File: config.mk
export PLATFORM = sky130hd
export DESIGN_NAME = decode_cycle
export DESIGN_NICKNAME = d
export VERILOG_FILES = /design/src/rtl/decode_cycle.sv
export SDC_FILE = /design/constraint.sdc
export NUM_CORES = 2
export LEC_CHECK = 0
export BUFFER_PORTS_ARGS = -buffer_cell sky130_fd_sc_hd__buf_2
export CAP_MARGIN = 20
export CORE_UTILIZATION = 40
export CTS_BUF_LIST = sky130_fd_sc_hd__clkbuf_16
export DETAILED_ROUTE_END_ITERATION = 12
export GPL_TIMING_DRIVEN = 0
export HOLD_SLACK_MARGIN = 0.06
export PLACE_DENSITY = 0.6
export SETUP_SLACK_MARGIN = 0.4
export SLEW_MARGIN = 20
export SYNTH_ARGS = -nofsm -noshare
export SYNTH_HDL_FRONTEND = slang
export SYNTH_SLANG_ARGS = --single-unit
File: constraint.sdc
create_clock -name clk -period 6 [get_ports clk]
set_input_delay 0.3 -clock clk [delete_from_list [all_inputs] [get_ports clk]]
set_output_delay 0.3 -clock clk [all_outputs]
set_load 0.1 [all_outputs]
File: src/rtl/decode_cycle.sv
// RV32I decode stage: control decode, 32x32 register file with write-through
// bypass, immediate extension and the ID/EX pipeline register with bubble insert.
module decode_cycle #(
   parameter int XLEN  = 32,
   parameter int NREGS = 32
) (
   input  logic            clk,
   input  logic            rst,
   input  logic [XLEN-1:0] InstrD,
   input  logic [XLEN-1:0] PCD,
   input  logic [XLEN-1:0] PCPlus4D,
   input  logic            RegWriteW,
   input  logic [4:0]      RDW,
   input  logic [XLEN-1:0] ResultW,
   input  logic            FlushE,
   output logic [4:0]      Rs1D,
   output logic [4:0]      Rs2D,
   output logic            RegWriteE,
   output logic [1:0]      ResultSrcE,
   output logic            MemWriteE,
   output logic            JumpE,
   output logic            BranchE,
   output logic [2:0]      ALUControlE,
   output logic            ALUSrcE,
   output logic [XLEN-1:0] RD1E,
   output logic [XLEN-1:0] RD2E,
   output logic [XLEN-1:0] ImmExtE,
   output logic [4:0]      RdE,
   output logic [4:0]      Rs1E,
   output logic [4:0]      Rs2E,
   output logic [XLEN-1:0] PCE,
   output logic [XLEN-1:0] PCPlus4E
);

   logic [6:0]      opcode;
   logic [2:0]      funct3;
   logic            funct7_5;
   logic [4:0]      rd;

   logic            reg_write;
   logic [1:0]      imm_src;
   logic            imm_en;
   logic            alu_src;
   logic            mem_write;
   logic [1:0]      result_src;
   logic            branch;
   logic [1:0]      alu_op;
   logic            jump;
   logic [2:0]      alu_control;
   logic [XLEN-1:0] imm_ext;
   logic [XLEN-1:0] rd1;
   logic [XLEN-1:0] rd2;
   logic            wb_active;

   logic [XLEN-1:0] regs [NREGS];

   assign opcode   = InstrD[6:0];
   assign funct3   = InstrD[14:12];
   assign funct7_5 = InstrD[30];
   assign rd       = InstrD[11:7];
   assign Rs1D     = InstrD[19:15];
   assign Rs2D     = InstrD[24:20];

   // Main decoder: unknown opcodes decode to an all-zero bubble.
   always_comb begin
      reg_write  = 1'b0;
      imm_src    = 2'b00;
      imm_en     = 1'b0;
      alu_src    = 1'b0;
      mem_write  = 1'b0;
      result_src = 2'b00;
      branch     = 1'b0;
      alu_op     = 2'b00;
      jump       = 1'b0;
      case (opcode)
         7'b0000011: begin
            reg_write  = 1'b1;
            imm_en     = 1'b1;
            alu_src    = 1'b1;
            result_src = 2'b01;
         end
         7'b0100011: begin
            imm_src   = 2'b01;
            imm_en    = 1'b1;
            alu_src   = 1'b1;
            mem_write = 1'b1;
         end
         7'b0110011: begin
            reg_write = 1'b1;
            alu_op    = 2'b10;
         end
         7'b0010011: begin
            reg_write = 1'b1;
            imm_en    = 1'b1;
            alu_src   = 1'b1;
            alu_op    = 2'b10;
         end
         7'b1100011: begin
            imm_src = 2'b10;
            imm_en  = 1'b1;
            branch  = 1'b1;
            alu_op  = 2'b01;
         end
         7'b1101111: begin
            reg_write  = 1'b1;
            imm_src    = 2'b11;
            imm_en     = 1'b1;
            result_src = 2'b10;
            jump       = 1'b1;
         end
         default: begin
            reg_write = 1'b0;
         end
      endcase
   end

   // ALU decoder; only register-register ops use funct7 to select sub.
   always_comb begin
      alu_control = 3'b000;
      case (alu_op)
         2'b01: alu_control = 3'b001;
         2'b10: begin
            case (funct3)
               3'b000:  alu_control = (opcode[5] & funct7_5) ? 3'b001 : 3'b000;
               3'b010:  alu_control = 3'b101;
               3'b110:  alu_control = 3'b011;
               3'b111:  alu_control = 3'b010;
               default: alu_control = 3'b000;
            endcase
         end
         default: alu_control = 3'b000;
      endcase
   end

   // Immediate extension, sign taken from InstrD[31].
   always_comb begin
      imm_ext = '0;
      if (imm_en) begin
         case (imm_src)
            2'b00:   imm_ext = {{(XLEN-12){InstrD[31]}}, InstrD[31:20]};
            2'b01:   imm_ext = {{(XLEN-12){InstrD[31]}}, InstrD[31:25], InstrD[11:7]};
            2'b10:   imm_ext = {{(XLEN-12){InstrD[31]}}, InstrD[7], InstrD[30:25],
                                InstrD[11:8], 1'b0};
            2'b11:   imm_ext = {{(XLEN-20){InstrD[31]}}, InstrD[19:12], InstrD[20],
                                InstrD[30:21], 1'b0};
            default: imm_ext = '0;
         endcase
      end else begin
         imm_ext = '0;
      end
   end

   assign wb_active = RegWriteW && (RDW != 5'd0);

   // Register read with write-through so ID/EX captures same-cycle writebacks.
   always_comb begin
      rd1 = '0;
      rd2 = '0;
      if (Rs1D == 5'd0) begin
         rd1 = '0;
      end else if (wb_active && (RDW == Rs1D)) begin
         rd1 = ResultW;
      end else begin
         rd1 = regs[Rs1D];
      end
      if (Rs2D == 5'd0) begin
         rd2 = '0;
      end else if (wb_active && (RDW == Rs2D)) begin
         rd2 = ResultW;
      end else begin
         rd2 = regs[Rs2D];
      end
   end

   // Register file storage; a writeback on a reset edge is dropped.
   always_ff @(posedge clk) begin
      if (rst) begin
         for (int i = 0; i < NREGS; i++) begin
            regs[i] <= '0;
         end
      end else if (wb_active) begin
         regs[RDW] <= ResultW;
      end
   end

   // ID/EX pipeline register: flush zeroes control and register indices only.
   always_ff @(posedge clk) begin
      if (rst) begin
         RegWriteE   <= 1'b0;
         ResultSrcE  <= 2'b00;
         MemWriteE   <= 1'b0;
         JumpE       <= 1'b0;
         BranchE     <= 1'b0;
         ALUControlE <= 3'b000;
         ALUSrcE     <= 1'b0;
         RD1E        <= '0;
         RD2E        <= '0;
         ImmExtE     <= '0;
         RdE         <= 5'd0;
         Rs1E        <= 5'd0;
         Rs2E        <= 5'd0;
         PCE         <= '0;
         PCPlus4E    <= '0;
      end else begin
         RD1E     <= rd1;
         RD2E     <= rd2;
         ImmExtE  <= imm_ext;
         PCE      <= PCD;
         PCPlus4E <= PCPlus4D;
         if (FlushE) begin
            RegWriteE   <= 1'b0;
            ResultSrcE  <= 2'b00;
            MemWriteE   <= 1'b0;
            JumpE       <= 1'b0;
            BranchE     <= 1'b0;
            ALUControlE <= 3'b000;
            ALUSrcE     <= 1'b0;
            RdE         <= 5'd0;
            Rs1E        <= 5'd0;
            Rs2E        <= 5'd0;
         end else begin
            RegWriteE   <= reg_write;
            ResultSrcE  <= result_src;
            MemWriteE   <= mem_write;
            JumpE       <= jump;
            BranchE     <= branch;
            ALUControlE <= alu_control;
            ALUSrcE     <= alu_src;
            RdE         <= rd;
            Rs1E        <= Rs1D;
            Rs2E        <= Rs2D;
         end
      end
   end

endmodule

Word level (Yosys, flattened, before mapping)
Memories as Yosys holds them, arrays and structs flattened. A register that Yosys moved wholly into a read port is not among the register bits.
Index checks and enable logic that the tools add are counted.
{ "op_classes": {"n_reduce_logical": 15, "muxes": 21, "bitwise": 2, "eq_ne": 14} }
{ "op_table": {"columns": ["cell", "n"], "rows": [
  ["$pmux W32 S4", 1],
  ["$mux W32", 1],
  ["$reduce_or A32 Y1", 1],
  ["$eq A7 B6 Y1 const B", 2],
  ["$eq A7 B7 Y1 const B", 2],
  ["$mux W1", 13],
  ["$pmux W3 S4", 1],
  ["$logic_not A5 Y1", 2],
  ["$reduce_or A2 Y1", 5],
  ["$pmux W2 S2", 2],
  ["$eq A7 B2 Y1 const B", 1],
  ["$eq A7 B5 Y1 const B", 1],
  ["$eq A2 B2 Y1 const B", 3],
  ["$eq A3 B3 Y1 const B", 2],
  ["$pmux W2 S3", 1],
  ["$pmux W3 S2", 1],
  ["$mux W5", 1],
  ["$reduce_bool A5 Y1", 1],
  ["$reduce_or A5 Y1", 1],
  ["$eq A2 B1 Y1 const B", 2],
  ["$reduce_or A4 Y1", 1],
  ["$eq A3 B2 Y1 const B", 1],
  ["$logic_not A3 Y1", 1],
  ["$reduce_or A3 Y1", 1],
  ["other kinds (4)", 4]
]} }
{ "totals": {"n_memories": 1, "output_inout_bits": 195, "mem_bits_rw": 1024, "ff_bits": 121, "wordCells": 66} }
{ "mem_list": {"columns": ["memory", "words", "width", "rd", "rd_clocked_by_memory_dff", "wr", "line", "text"], "rows": [
  ["regs", 32, 32, 2, 2, 32, "55", "logic [XLEN-1:0] regs [NREGS];"]
]} }

Logic depth before layout (Yosys ltp)
{ "logic_depth": {"depth_word": 7, "ltp_mapped": 10, "ltp_nobuf": 7} }

Least setup slack after synthesis
Ideal clock, no wire load.
{ "synth_timing": {"kind": "input to register", "startpoint": "in InstrD[15]", "endpoint": "reg RD1E[13], read port of regs", "slack_ns": 3.792, "n_path_buf": 3, "arrival_time_ns": 2.091, "cell_stages": 7, "setup_time_ns": 0.117, "path_cell_list": "buf_2 -> buf_2 -> buf_2 -> mux4_2 -> a22oi_1 -> nand2_1 -> a32o_1"} }
{ "synth_via": {"elab_chain_len": 2} }
{ "synth_rtl": {"columns": ["element", "line", "text"], "rows": [
  ["from (decl)", "9", "input logic [XLEN-1:0] InstrD,"],
  ["$logic_not A5 Y1", "159", "if (Rs1D == 5'd0) begin"],
  ["$reduce_or A2 Y1 (no source line)", null, null],
  ["to (decl)", "25", "output logic [XLEN-1:0] RD1E,"]
]} }
Parallel ways exist; a longest one is shown, timed or not.
A chain may end at the register's enable or synchronous reset.

Worst setup path in the final report
{ "layout_timing": {"startpoint": "in InstrD[18]", "endpoint": "reg RD1E[21], read port of regs"} }
Same word-level chain as after synthesis.

==> reports/metrics.yaml <==
outcome: "finished clean"
finalClockSkew_ns: 0.0275
synth_top_area_share_pct: 51.4
drtIter0Drc: 8230
power.share.clock_pct: 39.4
layout-drive-gt1-share_pct: 23.1
combPwrFrac_pct: 16.0
powerDensity_nw_per_um2: 310
grt_pass1_vias: 42600
r2r_setup_slack_ns: 3.49
start_kind: "input pin"
die_h_microns: 389
clk_root_buffer_cell: "clkbuf_16"
timing.fmax_mhz: 229
synthCells: 4232
multi_input_area_sq_um: 23700
cts_sinks: 1197
synth_cell_types: 62
hold_viol_final: 0
num_rows: 141
postCtsSetupBuffers: 0
end_kind: "register"
ys.flop_type: "edfxtp_1"
grt_max_degree: 33
final.setup.tns_ns: 0
crit_required_ns: 6.63
io_pins: 332
ys_seq_area_share_pct: 57.2
clk_pin_slew_worst_paths_ns: 0.06
p_sw_share_pct: 29.4
grt_pass1_wl_mm: 383
grt_usage_pct: 38.5
drcViolationCount: 0
cts_buffers: 138
die_w_microns: 389
netlist_area_sq_um: 59800
antenna_found_initial: 56
fin_nets: 4999
synth_edf_count: 1024
htreeDepth: 4
worst_slew_pin_slew_ns: 1.41
slew_viol_final: 0
route.vias.total: 46000
final_cell_area_sq_um: 70300
wl_mm: 296
core-area_sq_um: 148000
place_congestion: 1.12
async_flop_share_pct: 0
relSlewSlack_pct: 6.24
seqCellArea_sq_um: 34200
io_buffers: 317
cts_tree: "yes"
grt-ovfl-total: 0
fin_util_pct: 47.4
critPathArrivalTime_ns: 4.99
fin_hold_ws_ns: 0.0800
power.leakage_uw: 0.0261
cp_max_fo: 10
hpwl_mm: 208
hold_path_class: "input pin to register"
synth_most_common_cell: "edfxtp_1"
synth_seq_cells: 1197
p_int_uw: 15400
netlist_top_cells_count: "1,024 x edfxtp_1, 1,016 x and2_1, 361 x mux4_2"
die_area_sq_um: 151000
place_area_sq_um: 64400
post-route-min-period_ns: 4.36
post_drt_wl_per_cell_microns: 42.8
power_switching_uw: 6420
yosys_warnings: 0
start_util_pct: 40.4
fin_crit_sh_pct: 72.7
num-fill-cells: 13100
synthToLayoutAreaGrowth_pct: 17.4
crit_type: "input pin to register"
avgSynthCellArea_sq_um: 14.1
clk_path_buf_depth: 3
irDropWorstVdd_mv: 0.266
synthTopCellsByArea: "edfxtp_1 51%, mux4_2 14%, and2_1 11%, dfxtp_1 5.8%, mux2i_1 5.3%"
finalSetupViolations: 0
rsz0062_at_grt: "false"
synth_area_leader_cell: "edfxtp_1"
cap_violations: 0
insertion_delay_ns: 0.79
pwr-share-seq_pct: 44.5
firstDrtPassIters: 10
via_per_inst: 6.63
ant_nets: 0
[worst max-delay path, cell delays in order]
cell	delay, ns
dlygate4sd3_1	0.53
buf_2	0.46
nor2b_1	0.19
buf_2	0.47
clkbuf_1	0.91
clkbuf_2	0.96
a21oi_1	0.19
nand2_1	0.36
a32o_1	0.57
[cells by family (layout without fill, tap and decap cells)]
kind of cell / Yosys count / after routing / share of synthesized area [%]
AO/OA/AOI/OAI: 511 / 511 / 6.37
flip-flops: 1197 / 1197 / 57.2
AND/OR/NAND/NOR: 1373 / 1373 / 13.8
XOR/XNOR: 10 / 10 / 0.146
multiplexers: 676 / 676 / 18.9
other: 1 / 62 / 0.00627
buffers and inverters: 462 / 1169 / 3.59
adder cells (fa/ha/maj): 2 / 2 / 0.0418
[power groups by stage]
stage / Clock, uW / Combinational (uW) / Sequential (uW)
5_1_grt: 8830 / 3440 / 9760
4_1_cts: 8540 / 3320 / 9700
3_5_place_dp: 0 / 3250 / 9870
3_3_place_gp: 0 / 3210 / 9850
6_report: 8600 / 3490 / 9720
2_1_floorplan: 0 / 1350 / 10400
[worst paths after layout]
| kind | start | end | cells past startpoint |
|---|---|---|---|
| worst max-delay path | InstrD[18] | RD1E[21] | 9 |
| worst min-delay path | ResultW[28] | regs[1][28] | 2 |
| worst max register to register | regs[27][19] | RD1E[19] | 5 |
| worst min register to register | regs[16][14] | RD2E[14] | 4 |
[metal layers]
layer,global-route usage (%),share of wire [%],up-vias,wire length (microns)
li1,-,-,17300,-
met1,47.0,35,23300,103000
met2,53.6,41,4289,120000
met3,14.7,14,1084,42400
met4,32.5,10,22,30100
met5,0,0.049,-,145
[state kept, by name, indices dropped and copies added, names as in the netlist, 3 cells and up]
name	flops
PCE	32
ALUControlE	3
Rs2E	5
Rs1E	5
RdE	5
PCPlus4E	32
RD1E	32
ImmExtE	21
regs	1024
RD2E	32
[through the flow]
stage | total power [uW] | instances | setup WS [ns]
4_1_cts | 21600 | 6896 | 2.28
3_5_place_dp | 13100 | 6526 | 2.01
3_3_place_gp | 13100 | 6510 | 1.50
5_1_grt | 22000 | 6901 | 1.97
6_report | 21800 | 6930 | 1.64
2_1_floorplan | 11700 | 4263 | 3.79
[area by class of cell]
class                      instances  share of cell area, %
antenna                           30                  0.107
buffer                           455                   3.15
clock buffer                     149                   5.31
clock inverter                   101                   1.09
inverter                           7                 0.0374
multi-input combinational       2604                   33.7
sequential                      1197                   48.7
tap                             1930                   3.44
timing repair buffer             457                   4.50
[repair_timing]
action,CTS,global route
gates resized for setup,0,0
hold endpoints to repair,154,0
hold buffers,120,0
endpoints found under the setup margin,0,0
[placed cells by master (no fill, tap or decap), drive strengths merged, types with 74 or more instances in the layout]
master          n
nor2b          74
a22oi          80
buf           480
mux4          361
dlygate4sd3   120
dfxtp         173
clkbuf        461
a221oi         92
a21oi         118
and2         1016
mux2i         315
edfxtp       1024
Power figures use the tool's default switching activity.
